## src/rtl/axis_tid_accumulator.sv

```systemverilog
// Per-TID AXI-Stream packet summer: one accumulator per source stream, packet sums queued in a small result FIFO.
// Optional macro AXIS_ACC_SATURATE_EN makes every accumulation saturate instead of wrapping.
module axis_tid_accumulator #(
    parameter int DATA_WIDTH        = 64,
    parameter int TID_WIDTH         = 2,
    parameter int TDEST_WIDTH       = 4,
    parameter int RESULT_DEST       = 0,
    parameter int RESULT_FIFO_DEPTH = 4
) (
    input  logic                      clk,
    input  logic                      rst_n,
    input  logic                      axis_in_tvalid,
    output logic                      axis_in_tready,
    input  logic [DATA_WIDTH-1:0]     axis_in_tdata,
    input  logic                      axis_in_tlast,
    input  logic [TID_WIDTH-1:0]      axis_in_tid,
    output logic                      axis_out_tvalid,
    input  logic                      axis_out_tready,
    output logic [DATA_WIDTH-1:0]     axis_out_tdata,
    output logic                      axis_out_tlast,
    output logic [TDEST_WIDTH-1:0]    axis_out_tdest,
    output logic [TID_WIDTH-1:0]      axis_out_tid,
    output logic [(1<<TID_WIDTH)-1:0] open_mask
);
    localparam int NUM_STREAMS = 1 << TID_WIDTH;
    localparam int PTR_W       = (RESULT_FIFO_DEPTH > 1) ? $clog2(RESULT_FIFO_DEPTH) : 1;
    localparam int CNT_W       = $clog2(RESULT_FIFO_DEPTH + 1);

    logic [DATA_WIDTH-1:0] acc_reg      [NUM_STREAMS];
    logic                  open_reg     [NUM_STREAMS];
    logic [DATA_WIDTH-1:0] fifo_data_mem[RESULT_FIFO_DEPTH];
    logic [TID_WIDTH-1:0]  fifo_tid_mem [RESULT_FIFO_DEPTH];
    logic [PTR_W-1:0]      wr_ptr_reg;
    logic [PTR_W-1:0]      rd_ptr_reg;
    logic [CNT_W-1:0]      fifo_count_reg;

    logic                  in_accept;
    logic                  fifo_push;
    logic                  fifo_pop;
    logic [DATA_WIDTH-1:0] acc_sel;
    logic [DATA_WIDTH-1:0] sum_next;

    // Readiness depends only on buffer occupancy, never on the incoming valid.
    assign axis_in_tready = (fifo_count_reg < CNT_W'(RESULT_FIFO_DEPTH));
    assign in_accept      = axis_in_tvalid & axis_in_tready;
    assign fifo_push      = in_accept & axis_in_tlast;
    assign fifo_pop       = axis_out_tvalid & axis_out_tready;
    assign acc_sel        = acc_reg[axis_in_tid];

`ifdef AXIS_ACC_SATURATE_EN
    logic [DATA_WIDTH:0] sum_wide;
    assign sum_wide = {1'b0, acc_sel} + {1'b0, axis_in_tdata};
    // Once pinned at all-ones, further additions keep carrying out and stay pinned.
    assign sum_next = sum_wide[DATA_WIDTH] ? {DATA_WIDTH{1'b1}} : sum_wide[DATA_WIDTH-1:0];
`else
    assign sum_next = acc_sel + axis_in_tdata;
`endif

    generate
        for (genvar gi = 0; gi < NUM_STREAMS; gi++) begin : g_stream
            always_ff @(posedge clk) begin
                if (!rst_n) begin
                    acc_reg[gi]  <= '0;
                    open_reg[gi] <= 1'b0;
                end else if (in_accept && (axis_in_tid == TID_WIDTH'(gi))) begin
                    if (axis_in_tlast) begin
                        acc_reg[gi]  <= '0;
                        open_reg[gi] <= 1'b0;
                    end else begin
                        acc_reg[gi]  <= sum_next;
                        open_reg[gi] <= 1'b1;
                    end
                end
            end
            assign open_mask[gi] = open_reg[gi];
        end
    endgenerate

    // Storage carries no reset; valid entries are tracked solely by the count.
    always_ff @(posedge clk) begin
        if (fifo_push) begin
            fifo_data_mem[wr_ptr_reg] <= sum_next;
            fifo_tid_mem[wr_ptr_reg]  <= axis_in_tid;
        end
    end

    always_ff @(posedge clk) begin
        if (!rst_n) begin
            wr_ptr_reg     <= '0;
            rd_ptr_reg     <= '0;
            fifo_count_reg <= '0;
        end else begin
            if (fifo_push) wr_ptr_reg <= wr_ptr_reg + PTR_W'(1);
            if (fifo_pop)  rd_ptr_reg <= rd_ptr_reg + PTR_W'(1);
            case ({fifo_push, fifo_pop})
                2'b10:   fifo_count_reg <= fifo_count_reg + CNT_W'(1);
                2'b01:   fifo_count_reg <= fifo_count_reg - CNT_W'(1);
                default: fifo_count_reg <= fifo_count_reg;
            endcase
        end
    end

    assign axis_out_tvalid = (fifo_count_reg != '0);
    assign axis_out_tdata  = axis_out_tvalid ? fifo_data_mem[rd_ptr_reg] : '0;
    assign axis_out_tid    = axis_out_tvalid ? fifo_tid_mem[rd_ptr_reg] : '0;
    assign axis_out_tlast  = 1'b1;
    assign axis_out_tdest  = TDEST_WIDTH'(RESULT_DEST);
endmodule

```

## config.mk

```make
export PLATFORM = sky130hd
export DESIGN_NAME = axis_tid_accumulator
export DESIGN_NICKNAME = d
export VERILOG_FILES = /design/src/rtl/axis_tid_accumulator.sv
export SDC_FILE = /design/constraint.sdc
export NUM_CORES = 1
export LEC_CHECK = 0
export CAP_MARGIN = 30
export CORE_MARGIN = 2
export CORE_UTILIZATION = 50
export DETAILED_ROUTE_END_ITERATION = 6
export GPL_ROUTABILITY_DRIVEN = 0
export MAX_ROUTING_LAYER = met4
export PLACE_DENSITY = 0.78
export REMOVE_ABC_BUFFERS = 1
export SLEW_MARGIN = 40
export SYNTH_ARGS = -nofsm -noshare
export SYNTH_HDL_FRONTEND = slang
export SYNTH_SLANG_ARGS = --single-unit
```

## constraint.sdc

```tcl
create_clock -name clk -period 8.8 [get_ports clk]
set_input_delay 1.76 -clock clk [delete_from_list [all_inputs] [get_ports clk]]
set_output_delay 1.76 -clock clk [all_outputs]
set_load 0.01 [all_outputs]
```

Word level (Yosys, flattened, before mapping)
Memories as Yosys holds them, arrays and structs flattened. A register that Yosys moved wholly into a read port is not among the register bits.
Cells that the tools add are included.
{"block": "classes", "mux": 52, "n_reduce_logical": 7, "magnitude_cmp": 1, "add_sub_neg": 5, "bitwise": 19, "n_eq_ne": 5}
{"cell": "2-to-1 mux 64 bit", "n": 9}
{"cell": "adder 64 bit", "n": 1}
{"cell": "2-to-1 mux 1 bit", "n": 37}
{"cell": "bitwise OR 1 bit", "n": 16}
{"cell": "2-to-1 mux 2 bit", "n": 5}
{"cell": "== test 2 bit (second input constant)", "n": 3}
{"cell": "case mux 3 bit (2 select lines)", "n": 1}
{"cell": "adder 2 x 1 -> 2 bit (second input constant)", "n": 2}
{"cell": "== test 2 x 1 -> 1 bit (second input constant)", "n": 2}
{"cell": "logical AND 1 bit", "n": 4}
{"cell": "adder 3 x 1 -> 3 bit (second input constant)", "n": 1}
{"cell": "AND 1 bit", "n": 3}
{"cell": "less-than comparator 3 bit (second input constant)", "n": 1}
{"cell": "nonzero test 3 bit", "n": 1}
{"cell": "subtractor 3 x 1 -> 3 bit (second input constant)", "n": 1}
{"cell": "zero test 2 bit", "n": 1}
{"cell": "nonzero test 2 bit", "n": 1}
{"block": "totals", "reg_bits": 7, "input_bits": 71, "ramBits": 524, "out_inout_bits": 77, "mem_count": 4}
{"name": "acc_reg", "depth": 4, "word_bits": 64, "rd": 1, "rd_ports_with_merged_regs": 0, "wr": 4, "line_no": "29", "text": "logic [DATA_WIDTH-1:0] acc_reg [NUM_STREAMS];"}
{"name": "fifo_data_mem", "depth": 4, "word_bits": 64, "rd": 1, "rd_ports_with_merged_regs": 1, "wr": 1, "line_no": "31", "text": "logic [DATA_WIDTH-1:0] fifo_data_mem[RESULT_FIFO_DEPTH];"}
{"name": "fifo_tid_mem", "depth": 4, "word_bits": 2, "rd": 1, "rd_ports_with_merged_regs": 1, "wr": 1, "line_no": "32", "text": "logic [TID_WIDTH-1:0] fifo_tid_mem [RESULT_FIFO_DEPTH];"}
{"name": "open_reg", "depth": 4, "word_bits": 1, "rd": 4, "rd_ports_with_merged_regs": 0, "wr": 4, "line_no": "30", "text": "logic open_reg [NUM_STREAMS];"}

Depth between registers and ports, before layout
{"block": "logic_depth", "word_depth": 8, "depth_mapped": 15, "ltp_nobuf": 12}

Worst setup path before layout
No wires, ideal clock.
{"block": "synth_timing", "path_kind": "in2reg", "startpoint": "input axis_in_tid[0]", "endpoint": "memory acc_reg[0][0], enable pin", "stages": 4, "path_buffers": 3, "path_slack_ns": 0.818, "t_required_ns": 8.216, "setup_time_ns": 0.584, "arrival_ns": 7.398, "cell_sequence": "clkbuf_1 buf_1 buf_1 o31ai_1"}
{"element": "start: declaration", "line_no": "16", "text": "input logic [TID_WIDTH-1:0] axis_in_tid,"}
{"element": "end: declaration", "line_no": "29"}

Worst setup path in the final report
{"block": "layout_timing", "startpoint": "input axis_in_tid[1]", "endpoint": "memory fifo_data_mem[3][55] (data pin)"}
{"block": "layout_via", "elab_chain_cells": 2}
{"element": "memory read (4 x 64 bit)"}
{"element": "adder 64 bit", "line_no": "56", "text": "assign sum_next = acc_sel + axis_in_tdata;"}
{"element": "net sum_next[55]", "line_no": "41", "text": "logic [DATA_WIDTH-1:0] sum_next;"}
{"element": "end: declaration", "line_no": "31"}
The timed path passes the listed nets, and every way through them passes these cells.

==> metrics.md <==
| Metric | Value |
|---|---|
| Total count of max-transition violations in the final report | 0 |
| Antenna diode instance count | 0 |
| Remaining Overflow, GRT | 0 |
| Sequential fraction of the synthesis area | 63.36% |
| Top cell type by total area after synthesis | sky130_fd_sc_hd__edfxtp_1 |
| Clock Path Buffers | 3 |
| Clock transition at the register clock pins on the worst setup and hold paths after CTS | 0.06 ns |
| Distinct cell type count of the synthesized netlist | 75 |
| Top post-synthesis cells by area | sky130_fd_sc_hd__edfxtp_1 63%, sky130_fd_sc_hd__mux4_2 12%, sky130_fd_sc_hd__nor2_1 4.3%, sky130_fd_sc_hd__ha_1 3.4%, sky130_fd_sc_hd__and2_1 1.9% |
| Synth Area per Inst | 14.16 µm² |
| Worst slack after detailed placement | 2.170 ns |
| Final Instance Count excl. Fillers | 2608 |
| Routed via count divided by cell count | 5.888 |
| Final critical-path required period | between 6 and 7 ns |
| Total length of routed met2 wires | ~29 mm |
| Insertion delay of the later-clocked pin in the worst-skew pair | 0.61 ns |
| Final-layout setup total negative slack | 0 ns |
| FFs w/ async S/R, synth | 0% |
| Critical-path maximum fanout | 49 |
| Min-delay worst type | reg2reg |
| Sum of net half-perimeters after detailed placement | 37.26 mm |
| Worst setup path category | in2reg |
| Final worst path period share | 69.12% |
| Max Cap Violations | 0 |
| Core Box Area | roughly 50000 µm² |
| Post-Route M1 WL | 23.89 mm |
| Flip-flop and latch count after synthesis | 533 |
| Fin worst setup slack | 2.718 ns |
| Chip height | 228.1 µm |
| Count of unresolved DRC violations after routing | 0 |
| Power per cell area | between 200 and 300 nW/µm² |
| Worst endpoint required time | 9.12 ns |
| Maximum ir drop on the vdd rail | 0.0002218 V |
| Initial DRC Count | about 1500 |
| Total number of vias | 15357 |
| Effective utilization at floorplan | 50.35% |
| Clock skew after layout | 0.01877 ns |
| Detailed-router iteration count before antenna repair | 5 |
| Routed wire length | 58.63 mm |
| Commonest non-fill, non-tap cells in the layout | 523 x sky130_fd_sc_hd__edfxtp_1, 290 x sky130_fd_sc_hd__nor2_1, 140 x sky130_fd_sc_hd__clkdlybuf4s50_1 |
| Die X | between 200 and 250 µm |
| Number of fill cells in the layout | 3889 |
| Average routed wire per standard cell | 22.48 µm |
| Vias in the first global route | 15896 |
| Yosys synthesis warning count | 0 |
| Cts bufs inserted | 52 |
| Cts-stage hold buffer count | 0 |
| Top metal layer carrying routed signals | met4 |
| Number of clock sinks | 533 |
| Level count of the clock H-tree | 2 |
| Slew of the pin with the lowest slew margin | 0.8496 ns |
| Hold violation count in the final report | 0 |
| Initial antenna violation count | 0 |
| Cell area after technology mapping | 25100 µm² |
| IO Port Bufs | ~140 |
| Number of ports placed on the die boundary | 148 |
| Root buffer selected by CTS | sky130_fd_sc_hd__clkbuf_16 |
| CTS tree | built |
| Leak Pwr | 0.01046 µW |
| Post-synthesis instance total | between 1500 and 2000 |
| Most common cell after layout, fill and taps aside | sky130_fd_sc_hd__edfxtp_1 |
| Total routing usage reported by global routing | 23.35% |
| Critical Path Sink Type | flop |
| Remaining antenna violation count after routing | 0 |
| RSZ-0062 raised after global routing | false |
| Area added between synthesis and finish | 15.50% |
| Share of final-layout standard cells stronger than drive strength 1 | 13.74% |
| Total setup violations reported at the end of the flow | 0 |
| Cells resized by post-CTS repair | 0 |
| Met3 layer wire length in the routed design | 4.552 mm |
| Startpoint kind of the worst setup timing path | primary input |
| Number of flops mapped to enable cells by yosys | roughly 520 |
| Most used DFF post-synth | sky130_fd_sc_hd__edfxtp_1 |
| Share of the synthesized area in the top cell type | 62.56% |
| Fmax | 0.1644 GHz |
| Critical path arrival | 6.40 ns |
| Worst relative slew slack | 43.36% |
| Nets | 2036 |
| Buffer count from post-CTS setup fixing | 0 |
| Die area | 52020 µm² |
| Wire length of the first global-routing pass | ~91 mm |
| Number of instances in the placed design | 2513 |
| Maximum number of pins on one net before global-route repair | 67 |
| Result of the run | finished clean |
| Row Count | 82 |
per-layer routing:
| metal | vias up | GRT usage, % |
|---|---|---|
| met1 | 7720 | 30.53 |
| met2 | 663 | 37.80 |
| met3 | 98 | 3.800 |
| met5 | - | - |
| met4 | 0 | 7.353 |
| li1 | 6876 | - |
through the flow:
| stage | total power [µW] | cell area, µm² | util (%) | hold slack (ns) |
|---|---|---|---|---|
| floorplan | 4355 | 24700 | - | 0.4764 |
| global placement | 5052 | 27120 | 54.40 | 0.4908 |
| detailed placement | 5120 | 27270 | 54.69 | 0.4959 |
| CTS | 7366 | 28990 | 58.14 | 0.5248 |
| global route | 7609 | 28990 | 58.15 | 0.5616 |
| finish | 7316 | 28990 | 58.15 | 0.5187 |
synthesized netlist by cell type (5+ instances only):
library cell / instances
sky130_fd_sc_hd__o21bai_1: 12
sky130_fd_sc_hd__clkbuf_1: 59
sky130_fd_sc_hd__or2_2: 5
sky130_fd_sc_hd__o21ai_0: 55
sky130_fd_sc_hd__xnor2_1: 41
sky130_fd_sc_hd__nand4_1: 21
sky130_fd_sc_hd__nor3_1: 15
sky130_fd_sc_hd__o21a_1: 5
sky130_fd_sc_hd__nand2b_1: 7
sky130_fd_sc_hd__nor2b_1: 5
sky130_fd_sc_hd__nor4_1: 6
sky130_fd_sc_hd__buf_1: 17
sky130_fd_sc_hd__nand2_1: 67
sky130_fd_sc_hd__o21ai_1: 5
sky130_fd_sc_hd__a31oi_1: 7
sky130_fd_sc_hd__a21o_1: 23
sky130_fd_sc_hd__dfxtp_1: 10
sky130_fd_sc_hd__and2_1: 77
sky130_fd_sc_hd__and3_1: 12
sky130_fd_sc_hd__edfxtp_1: 523
sky130_fd_sc_hd__o31ai_1: 7
sky130_fd_sc_hd__nor2_1: 290
sky130_fd_sc_hd__ha_1: 68
sky130_fd_sc_hd__buf_4: 9
sky130_fd_sc_hd__a21oi_1: 87
sky130_fd_sc_hd__nand3_1: 14
sky130_fd_sc_hd__xor2_1: 24
sky130_fd_sc_hd__inv_1: 89
sky130_fd_sc_hd__buf_2: 12
sky130_fd_sc_hd__or3_1: 7
sky130_fd_sc_hd__mux4_2: 130
cell families (layout without fill, tap and decap cells):
kind of cell	after synthesis	count (layout)	share of synthesized area [%]
fa+ha+maj	70	70	3.549
buf+inv	187	347	2.995
other cells	2	5	0.02992
xor+xnor	65	65	2.268
simple gates	540	540	9.853
flops	533	533	63.36
compound gates	246	246	6.285
mux	130	130	11.66
worst paths after layout:
path / cells after the start / endpoint / start / slack (ns)
setup / recovery: 11 / fifo_data_mem[3][55] / axis_in_tid[1] / 2.72
hold / removal: 2 / fifo_count_reg[2] / fifo_count_reg[2] / 0.52
setup reg to reg: 11 / fifo_data_mem[0][51] / acc_reg[0][4] / 4.65
hold reg to reg: 2 / fifo_count_reg[2] / fifo_count_reg[2] / 0.52
worst max-delay path, stage by stage:
cell and delay (ns):
sky130_fd_sc_hd__buf_2 0.54, sky130_fd_sc_hd__buf_4 0.75, sky130_fd_sc_hd__mux4_2 0.41, sky130_fd_sc_hd__ha_1 0.47, sky130_fd_sc_hd__nand4_1 0.28, sky130_fd_sc_hd__or3_1 0.54
sky130_fd_sc_hd__or2_2 0.31, sky130_fd_sc_hd__o31ai_1 0.38, sky130_fd_sc_hd__a21boi_0 0.26, sky130_fd_sc_hd__xnor2_1 0.49, sky130_fd_sc_hd__inv_1 0.17
report_power, final:
part	switching (µW)	internal [µW]	total, µW
Sequential	83.8	3070	3150
Clock	943	1300	2250
Combinational	1060	856	1920
area by class of cell:
cell class	instances	area, µm²	share of cell area, %
multi-input cells	1056	8528	29.41
clock buffers	57	1341	4.626
flip-flops and latches	533	15910	54.87
well taps	672	840.8	2.900
inverters	89	334.1	1.152
clock inverters	38	376.6	1.299
repair buffers	163	1663	5.735
Note: power is estimated with default switching activity, not from simulation.
